===== src/rtl/tdm_arbiter.sv =====
// Two-domain time-division arbiter: a free-running slot schedule alternates ownership of one
// fixed-latency resource between L and H, independent of any request activity.
module tdm_arbiter #(
  parameter int unsigned DW   = 16,
  parameter int unsigned SLOT = 8,
  parameter int unsigned LAT  = 2
) (
  input  logic                    clk,
  input  logic                    rst_n,
  input  logic                    lo_req_valid,
  input  logic [DW-1:0]           lo_req_data,
  output logic                    lo_req_ready,
  output logic                    lo_resp_valid,
  output logic [DW-1:0]           lo_resp_data,
  input  logic                    hi_req_valid,
  input  logic [DW-1:0]           hi_req_data,
  output logic                    hi_req_ready,
  output logic                    hi_resp_valid,
  output logic [DW-1:0]           hi_resp_data,
  output logic                    res_en,
  output logic [DW-1:0]           res_wdata,
  input  logic [DW-1:0]           res_rdata,
  output logic                    owner,
  output logic [$clog2(SLOT)-1:0] slot_cnt
);

  localparam int unsigned CW = $clog2(SLOT);
  localparam logic [CW-1:0] LAST_CNT = CW'(SLOT - 1);
  localparam logic [CW-1:0] WIN_END  = CW'(SLOT - 1 - LAT);

  logic           in_win;
  logic           lo_acc;
  logic           hi_acc;
  logic [LAT-1:0] tag_v;
  logic [LAT-1:0] tag_d;
  logic           out_lo;
  logic           out_hi;

  // Ready is a pure function of the schedule; the trailing guard band drains the resource.
  always_comb begin
    in_win       = rst_n && (slot_cnt <= WIN_END);
    lo_req_ready = in_win && !owner;
    hi_req_ready = in_win && owner;
    lo_acc       = lo_req_valid && lo_req_ready;
    hi_acc       = hi_req_valid && hi_req_ready;
    res_en       = lo_acc || hi_acc;
    res_wdata    = '0;
    if (lo_acc) begin
      res_wdata = lo_req_data;
    end else if (hi_acc) begin
      res_wdata = hi_req_data;
    end
  end

  // Slot schedule: counter wraps every SLOT cycles and ownership flips on the wrap.
  always_ff @(posedge clk or negedge rst_n) begin
    if (!rst_n) begin
      slot_cnt <= '0;
      owner    <= 1'b0;
    end else if (slot_cnt == LAST_CNT) begin
      slot_cnt <= '0;
      owner    <= !owner;
    end else begin
      slot_cnt <= slot_cnt + CW'(1);
    end
  end

  // In-flight tags {valid, domain} travel alongside the resource pipeline.
  always_ff @(posedge clk or negedge rst_n) begin
    if (!rst_n) begin
      tag_v <= '0;
      tag_d <= '0;
    end else begin
      tag_v[0] <= res_en;
      tag_d[0] <= hi_acc;
      for (int i = 1; i < int'(LAT); i++) begin
        tag_v[i] <= tag_v[i-1];
        tag_d[i] <= tag_d[i-1];
      end
    end
  end

  assign out_lo = tag_v[LAT-1] && !tag_d[LAT-1];
  assign out_hi = tag_v[LAT-1] && tag_d[LAT-1];

  // Results are steered only into the issuing domain's response register.
  always_ff @(posedge clk or negedge rst_n) begin
    if (!rst_n) begin
      lo_resp_valid <= 1'b0;
      hi_resp_valid <= 1'b0;
      lo_resp_data  <= '0;
      hi_resp_data  <= '0;
    end else begin
      lo_resp_valid <= out_lo;
      hi_resp_valid <= out_hi;
      if (out_lo) begin
        lo_resp_data <= res_rdata;
      end
      if (out_hi) begin
        hi_resp_data <= res_rdata;
      end
    end
  end

endmodule


===== config.mk =====
export PLATFORM = sky130hd
export DESIGN_NAME = tdm_arbiter
export DESIGN_NICKNAME = d
export VERILOG_FILES = /design/src/rtl/tdm_arbiter.sv
export SDC_FILE = /design/constraint.sdc
export NUM_CORES = 1
export LEC_CHECK = 0
export CELL_PAD_IN_SITES_DETAIL_PLACEMENT = 1
export CELL_PAD_IN_SITES_GLOBAL_PLACEMENT = 2
export CORE_AREA = 2 2 71 80
export CTS_CLUSTER_DIAMETER = 40
export DETAILED_ROUTE_END_ITERATION = 8
export DIE_AREA = 0 0 73 82
export DONT_BUFFER_PORTS = 1
export GPL_ROUTABILITY_DRIVEN = 1
export GPL_TIMING_DRIVEN = 0
export MAX_ROUTING_LAYER = met4
export PLACE_DENSITY_LB_ADDON = 0.25
export SYNTH_ARGS = -nofsm -noshare
export SYNTH_HDL_FRONTEND = slang
export SYNTH_SLANG_ARGS = --single-unit

===== constraint.sdc =====
create_clock -name clk -period 4.8 [get_ports clk]
set_clock_uncertainty 0.15 [all_clocks]
set_input_delay 1.2 -clock clk [delete_from_list [all_inputs] [get_ports clk]]
set_output_delay 1.2 -clock clk [all_outputs]
set_load 0.1 [all_outputs]

==> flow_summary.json, run 1 <==
{
  "final_max_slew_viol_count": 0,
  "drcViolationCount": 0,
  "grt_overflow": 0,
  "crit_fanout": 10,
  "hp-start": "tag_d[0]",
  "slew_headroom": 0.183,
  "swShare": 0.524,
  "yosysUniqueCellTypes": 22,
  "syn_inst": 159,
  "fmax_ghz": 0.221,
  "die_x_um": 73,
  "end_kind": "output pin",
  "clkTransAtPathRegs_ns": 0.08,
  "intPower_mw": 0.551,
  "place.gp.congestion": 0.754,
  "maxCapViolCount": 0,
  "final_cell_mix": "dfrtp_1, mux2_2, a221oi_4, nand3_1, nand3b_1",
  "critPathArrivalTime_ns": 3.18,
  "leakagePower_nw": 0.928,
  "power_mw": 1.16,
  "clock_latency_ns": 0.29,
  "antenna_found_initial": 0,
  "syn_nets": 214,
  "track_usage": 0.170,
  "drt_iter0_markers": 29,
  "drive_gt1_frac": 0.444,
  "ys_warn_count": 0,
  "ys_ff_latch": 42,
  "setup_viol": 0,
  "htree_num_levels": 2,
  "path_class": "flop to output pin",
  "wl_per_cell_um": 21.0,
  "p_per_area_nw_per_um2": 459,
  "antenna_cells": 0,
  "cts_tree": "yes",
  "p_clk_frac": 0.189,
  "portBuffers": 0,
  "grt_max_degree": 44,
  "holdBufCountCts": 0,
  "rsz0062_at_grt": "no",
  "die-height_um": 82,
  "yosysTopAreaCellShare": 0.521,
  "vias": 1345,
  "grt_pass1_vias": 1459,
  "cp-start-kind": "flop",
  "fill_cells": 526,
  "worstMarginPinSlew_ns": 1.23,
  "period_needed_ns": 4.53,
  "comb_power_share": 0.114,
  "fin_nets": 223,
  "via_per_inst": 5.87,
  "core-area_um2": 5220,
  "syn_area_um2": 2020,
  "seqPwrFrac": 0.696,
  "grt_pass1_wl_um": 7480,
  "netlist_top_cells_area": "dfrtp_1, mux2_2, a221oi_1",
  "yosys.area.top_type": "dfrtp_1",
  "ir_worst_vdd_mv": 0.217,
  "switching_power_mw": 0.608,
  "ys_seq_area_frac": 0.521,
  "timing.rr.start": "slot_cnt[1]",
  "cts-resized-gates": 0,
  "clock-sinks": 42,
  "areaGrowthSynthToFinish_pct": 25.3,
  "hold_ws_ns": 0.204,
  "cts_root_buf": "clkbuf_8",
  "antenna_left": 0,
  "post-dp-hpwl_um": 3860,
  "start_util": 0.386,
  "outcome": "completed",
  "hp-class": "flop to flop",
  "drt-total-wl_um": 4810,
  "timing.final.crit_share": 0.943,
  "rows": 28,
  "layout_commonest_cell": "dfrtp_1",
  "cts_setup_buffers": 0,
  "cts_buffers": 5,
  "cts_buffer_depth": 2,
  "hold_viol_final": 0,
  "startpoint": "slot_cnt[0]",
  "io_pins": 109,
  "syn_area_per_cell_um2": 12.7,
  "crit_required_ns": 3.45,
  "die_area_um2": 5990,
  "firstDrtPassIters": 4
}
## state kept, by name (all words and copies together), names as in the netlist
signal,flops
tag_v,2
lo_resp_valid,1
hi_resp_data,16
hi_resp_valid,1
owner,1
lo_resp_data,16
slot_cnt,3
tag_d,2
## final timing paths
check                                        end  slack, ns  depth (start not counted)
worst max-delay path               res_wdata[10]       0.27                          4
worst min-delay path                    tag_d[1]       0.20                          0
worst max register to register          tag_d[0]       2.05                          5
worst min register to register          tag_d[1]       0.20                          0
max in group asynchronous               tag_v[0]       3.97                          0
min in group asynchronous       lo_resp_data[11]       0.44                          0
## worst max-delay path, cell delays in order (launching register included)
cell and delay (ns):
dfrtp_1 1.00, ha_1 0.27, nor2b_1 0.06, clkbuf_1 0.44, a221oi_4 1.11
## area by class of cell
type / instances / area, um^2 / share of cell area
inverter: 5 / 18.8 / 0.00743
buffer: 17 / 111 / 0.0441
multi-input combinational: 95 / 1150 / 0.456
timing repair buffer: 2 / 31.3 / 0.0124
clock buffer: 6 / 72.6 / 0.0287
sequential: 42 / 1050 / 0.416
tap: 60 / 75.1 / 0.0297
clock inverter: 2 / 13.8 / 0.00545
## cell usage after synthesis
cell / count
dfrtp_1: 42
mux2_2: 31
a221oi_1: 16
nand3_1: 16
nand3b_1: 16
buf_2: 8
inv_1: 5
buf_6: 4
a211oi_1: 3
clkbuf_1: 3
ha_1: 3
buf_4: 2
a221oi_2: 1
mux2_4: 1
nand2_1: 1
nand2_2: 1
nand2b_1: 1
nor2_1: 1
nor2b_1: 1
nor2b_4: 1
or2_1: 1
xor2_1: 1
## routing by layer
| metal | share of wire | routed length [um] | global-route usage |
|---|---|---|---|
| met4 | 0.024 | 116 | 0.0611 |
| met1 | 0.36 | 1710 | 0.177 |
| met5 | 0 | 0 | - |
| met2 | 0.55 | 2650 | 0.295 |
| met3 | 0.069 | 331 | 0.0601 |
## cell families (layout without fill, tap and decap cells)
| logic type | count (synthesis) | after routing | share of synthesized area |
|---|---|---|---|
| flip-flops | 42 | 42 | 0.521 |
| adder cells (fa/ha/maj) | 3 | 3 | 0.0186 |
| XOR/XNOR | 1 | 1 | 0.00435 |
| AO/OA/AOI/OAI | 20 | 20 | 0.0881 |
| AND/OR/NAND/NOR | 39 | 39 | 0.122 |
| buffers and inverters | 22 | 32 | 0.0646 |
| multiplexers | 32 | 32 | 0.181 |
## power by group through the flow
stage	Clock (mW)	Sequential [mW]	Combinational, mW
3_5_place_dp	0	0.816	0.135
5_1_grt	0.243	0.814	0.141
3_3_place_gp	0	0.813	0.114
6_report	0.219	0.807	0.133
4_1_cts	0.229	0.808	0.135
2_1_floorplan	0	0.803	0.108
## metrics by stage
stage | setup WS, ns | setup TNS, ns | area (um^2) | utilization | cells
finish | 0.273 | 0 | 2520 | 0.484 | 229
global placement | -0.530 | -3.11 | 2160 | 0.414 | 219
CTS | 0.248 | 0 | 2520 | 0.484 | 229
floorplan | -0.353 | -2.12 | 2090 | - | 159
detailed placement | 0.575 | 0 | 2440 | 0.467 | 221
global route | 0.134 | 0 | 2520 | 0.484 | 229
(Power assumes the default switching activity.)
==> run 2: changes to the inputs <==
--- a/config.mk
+++ b/config.mk
@@ -8,8 +8,8 @@
 export CELL_PAD_IN_SITES_DETAIL_PLACEMENT = 1
 export CELL_PAD_IN_SITES_GLOBAL_PLACEMENT = 2
-export CORE_AREA = 2 2 71 80
+export CORE_AREA = 5 5 74 83
 export CTS_CLUSTER_DIAMETER = 40
 export DETAILED_ROUTE_END_ITERATION = 8
-export DIE_AREA = 0 0 73 82
+export DIE_AREA = 0 0 79 88
 export DONT_BUFFER_PORTS = 1
 export GPL_ROUTABILITY_DRIVEN = 1
--- a/constraint.sdc
+++ b/constraint.sdc
@@ -3,3 +3,3 @@
 set_input_delay 1.2 -clock clk [delete_from_list [all_inputs] [get_ports clk]]
 set_output_delay 1.2 -clock clk [all_outputs]
-set_load 0.1 [all_outputs]
+set_load 0.005 [all_outputs]
==> flow_summary.json, run 2 (synthesis gave the netlist of run 1 again) <==
{
  "seqPwrFrac": 0.599,
  "die_x_um": 79,
  "clock_latency_ns": 0.28,
  "place.gp.congestion": 0.763,
  "antenna_left": 0,
  "layout_commonest_cell": "dfrtp_1",
  "crit_fanout": 10,
  "grtUsageMet1": 0.151,
  "post-place-ws_ns": 1.35,
  "intPower_mw": 0.563,
  "clkTransAtPathRegs_ns": 0.08,
  "top_usage_layer": "met2",
  "cp-start-kind": "input pin",
  "drcViolationCount": 0,
  "worstMarginPinSlew_ns": 0.472,
  "cts_buffers": 5,
  "drt_iter0_markers": 34,
  "htree_num_levels": 2,
  "end_kind": "output pin",
  "fin_nets": 221,
  "final_area_um2": 2190,
  "slew_headroom": 0.685,
  "hp-class": "flop to flop",
  "clock-sinks": 42,
  "crit_required_ns": 3.45,
  "cts-resized-gates": 0,
  "timing.final.crit_share": 0.713,
  "r2r-end": "tag_d[0]",
  "path_class": "input pin to output pin",
  "largestRegisters": "hi_resp_data (16), lo_resp_data (16), slot_cnt (3)",
  "p_per_area_nw_per_um2": 339,
  "areaGrowthSynthToFinish_pct": 8.44,
  "portBuffers": 0,
  "outcome": "completed",
  "grt_pass1_wl_um": 7530,
  "wl_per_cell_um": 21.1,
  "start_util": 0.386,
  "reg2regPathDepth": 4,
  "die-height_um": 88,
  "io_pins": 109,
  "swShare": 0.240,
  "drive_gt1_frac": 0.341,
  "hold_viol_final": 0,
  "leakagePower_nw": 0.888,
  "grt_overflow": 0,
  "fill_cells": 559,
  "grt_max_degree": 44,
  "comb_power_share": 0.092,
  "antenna_cells": 0,
  "holdBufCountCts": 0,
  "period_needed_ns": 3.42,
  "timing.rr.start": "slot_cnt[0]",
  "cts_tree": "yes",
  "antenna_found_initial": 0,
  "cts_buffer_depth": 2,
  "via_per_inst": 5.98,
  "cts_setup_buffers": 0,
  "grt_pass1_vias": 1488,
  "power_mw": 0.741,
  "hp-start": "tag_d[0]",
  "setup_viol": 0,
  "drt-total-wl_um": 4800,
  "final_max_slew_viol_count": 0,
  "fin_ws_ns": 1.38,
  "critPathArrivalTime_ns": 2.07,
  "tns_ns": 0,
  "core-area_um2": 5220,
  "whs_path_depth": 0,
  "track_usage": 0.142,
  "final_cell_mix": "dfrtp_1, mux2_2, nand3_1, nand3b_1, a221oi_1",
  "maxCapViolCount": 0,
  "rows": 28,
  "met2_usage": 0.256,
  "place_area_um2": 2090,
  "reg2reg_slack_ns": 3.18,
  "min_to": "tag_d[1]",
  "instances_no_fill": 227,
  "ir_worst_vdd_mv": 0.108,
  "p_clk_frac": 0.309,
  "dp.cells": 219,
  "fmax_ghz": 0.292,
  "cts_root_buf": "clkbuf_8",
  "post-dp-hpwl_um": 3760,
  "rsz0062_at_grt": "no",
  "firstDrtPassIters": 3,
  "vias": 1358,
  "grt_use_met3": 0.0350,
  "switching_power_mw": 0.178,
  "die_area_um2": 6950
}
-- run 2: layout make-up --
cell class / instances / area, um^2 / share of cell area
well taps: 60 / 75.1 / 0.0343
inverters: 5 / 18.8 / 0.00859
plain buffers: 17 / 111 / 0.0509
flip-flops and latches: 42 / 1050 / 0.481
clock buffers: 6 / 82.6 / 0.0378
multi-input cells: 95 / 835 / 0.382
clock inverters: 2 / 12.5 / 0.00572
-- run 2: worst max path at each step --
stage,slack (ns),end,cells past startpoint,startpoint
3_3_place_gp,1.40,res_wdata[10],4,lo_req_valid
5_1_grt,1.27,res_wdata[7],4,lo_req_valid
3_5_place_dp,1.35,res_wdata[7],4,lo_req_valid
2_1_floorplan,1.55,res_wdata[10],4,lo_req_valid
4_1_cts,1.35,res_wdata[7],4,lo_req_valid
6_report,1.38,res_wdata[7],4,lo_req_valid
-- run 2: metal layers --
metal  up-vias  routed length, um  part of all wire
li1        596                  -                 -
met1       670               1790              0.37
met2        87               2470              0.52
met3         5                463             0.097
met4         0                 70             0.015
met5         -                  0                 0
-- run 2: worst max-delay path, cell delays in order --
cell and delay, ns:
buf_2 0.17, buf_2 0.22, nand3b_1 0.11, a221oi_1 0.38
-- run 2: metrics by stage --
stage / utilization / hold WS [ns]
2_1_floorplan: - / 0.181
3_3_place_gp: 0.401 / 0.184
3_5_place_dp: 0.401 / 0.186
4_1_cts: 0.419 / 0.205
5_1_grt: 0.419 / 0.209
6_report: 0.419 / 0.203
-- run 2: power by group through the flow --
stage	Sequential, mW	Combinational, mW	Clock (mW)
after floorplan	0.439	0.0593	0
after global placement	0.450	0.0646	0
after detailed placement	0.453	0.0694	0
after CTS	0.446	0.0695	0.240
after global routing	0.450	0.0767	0.254
final	0.444	0.0681	0.229
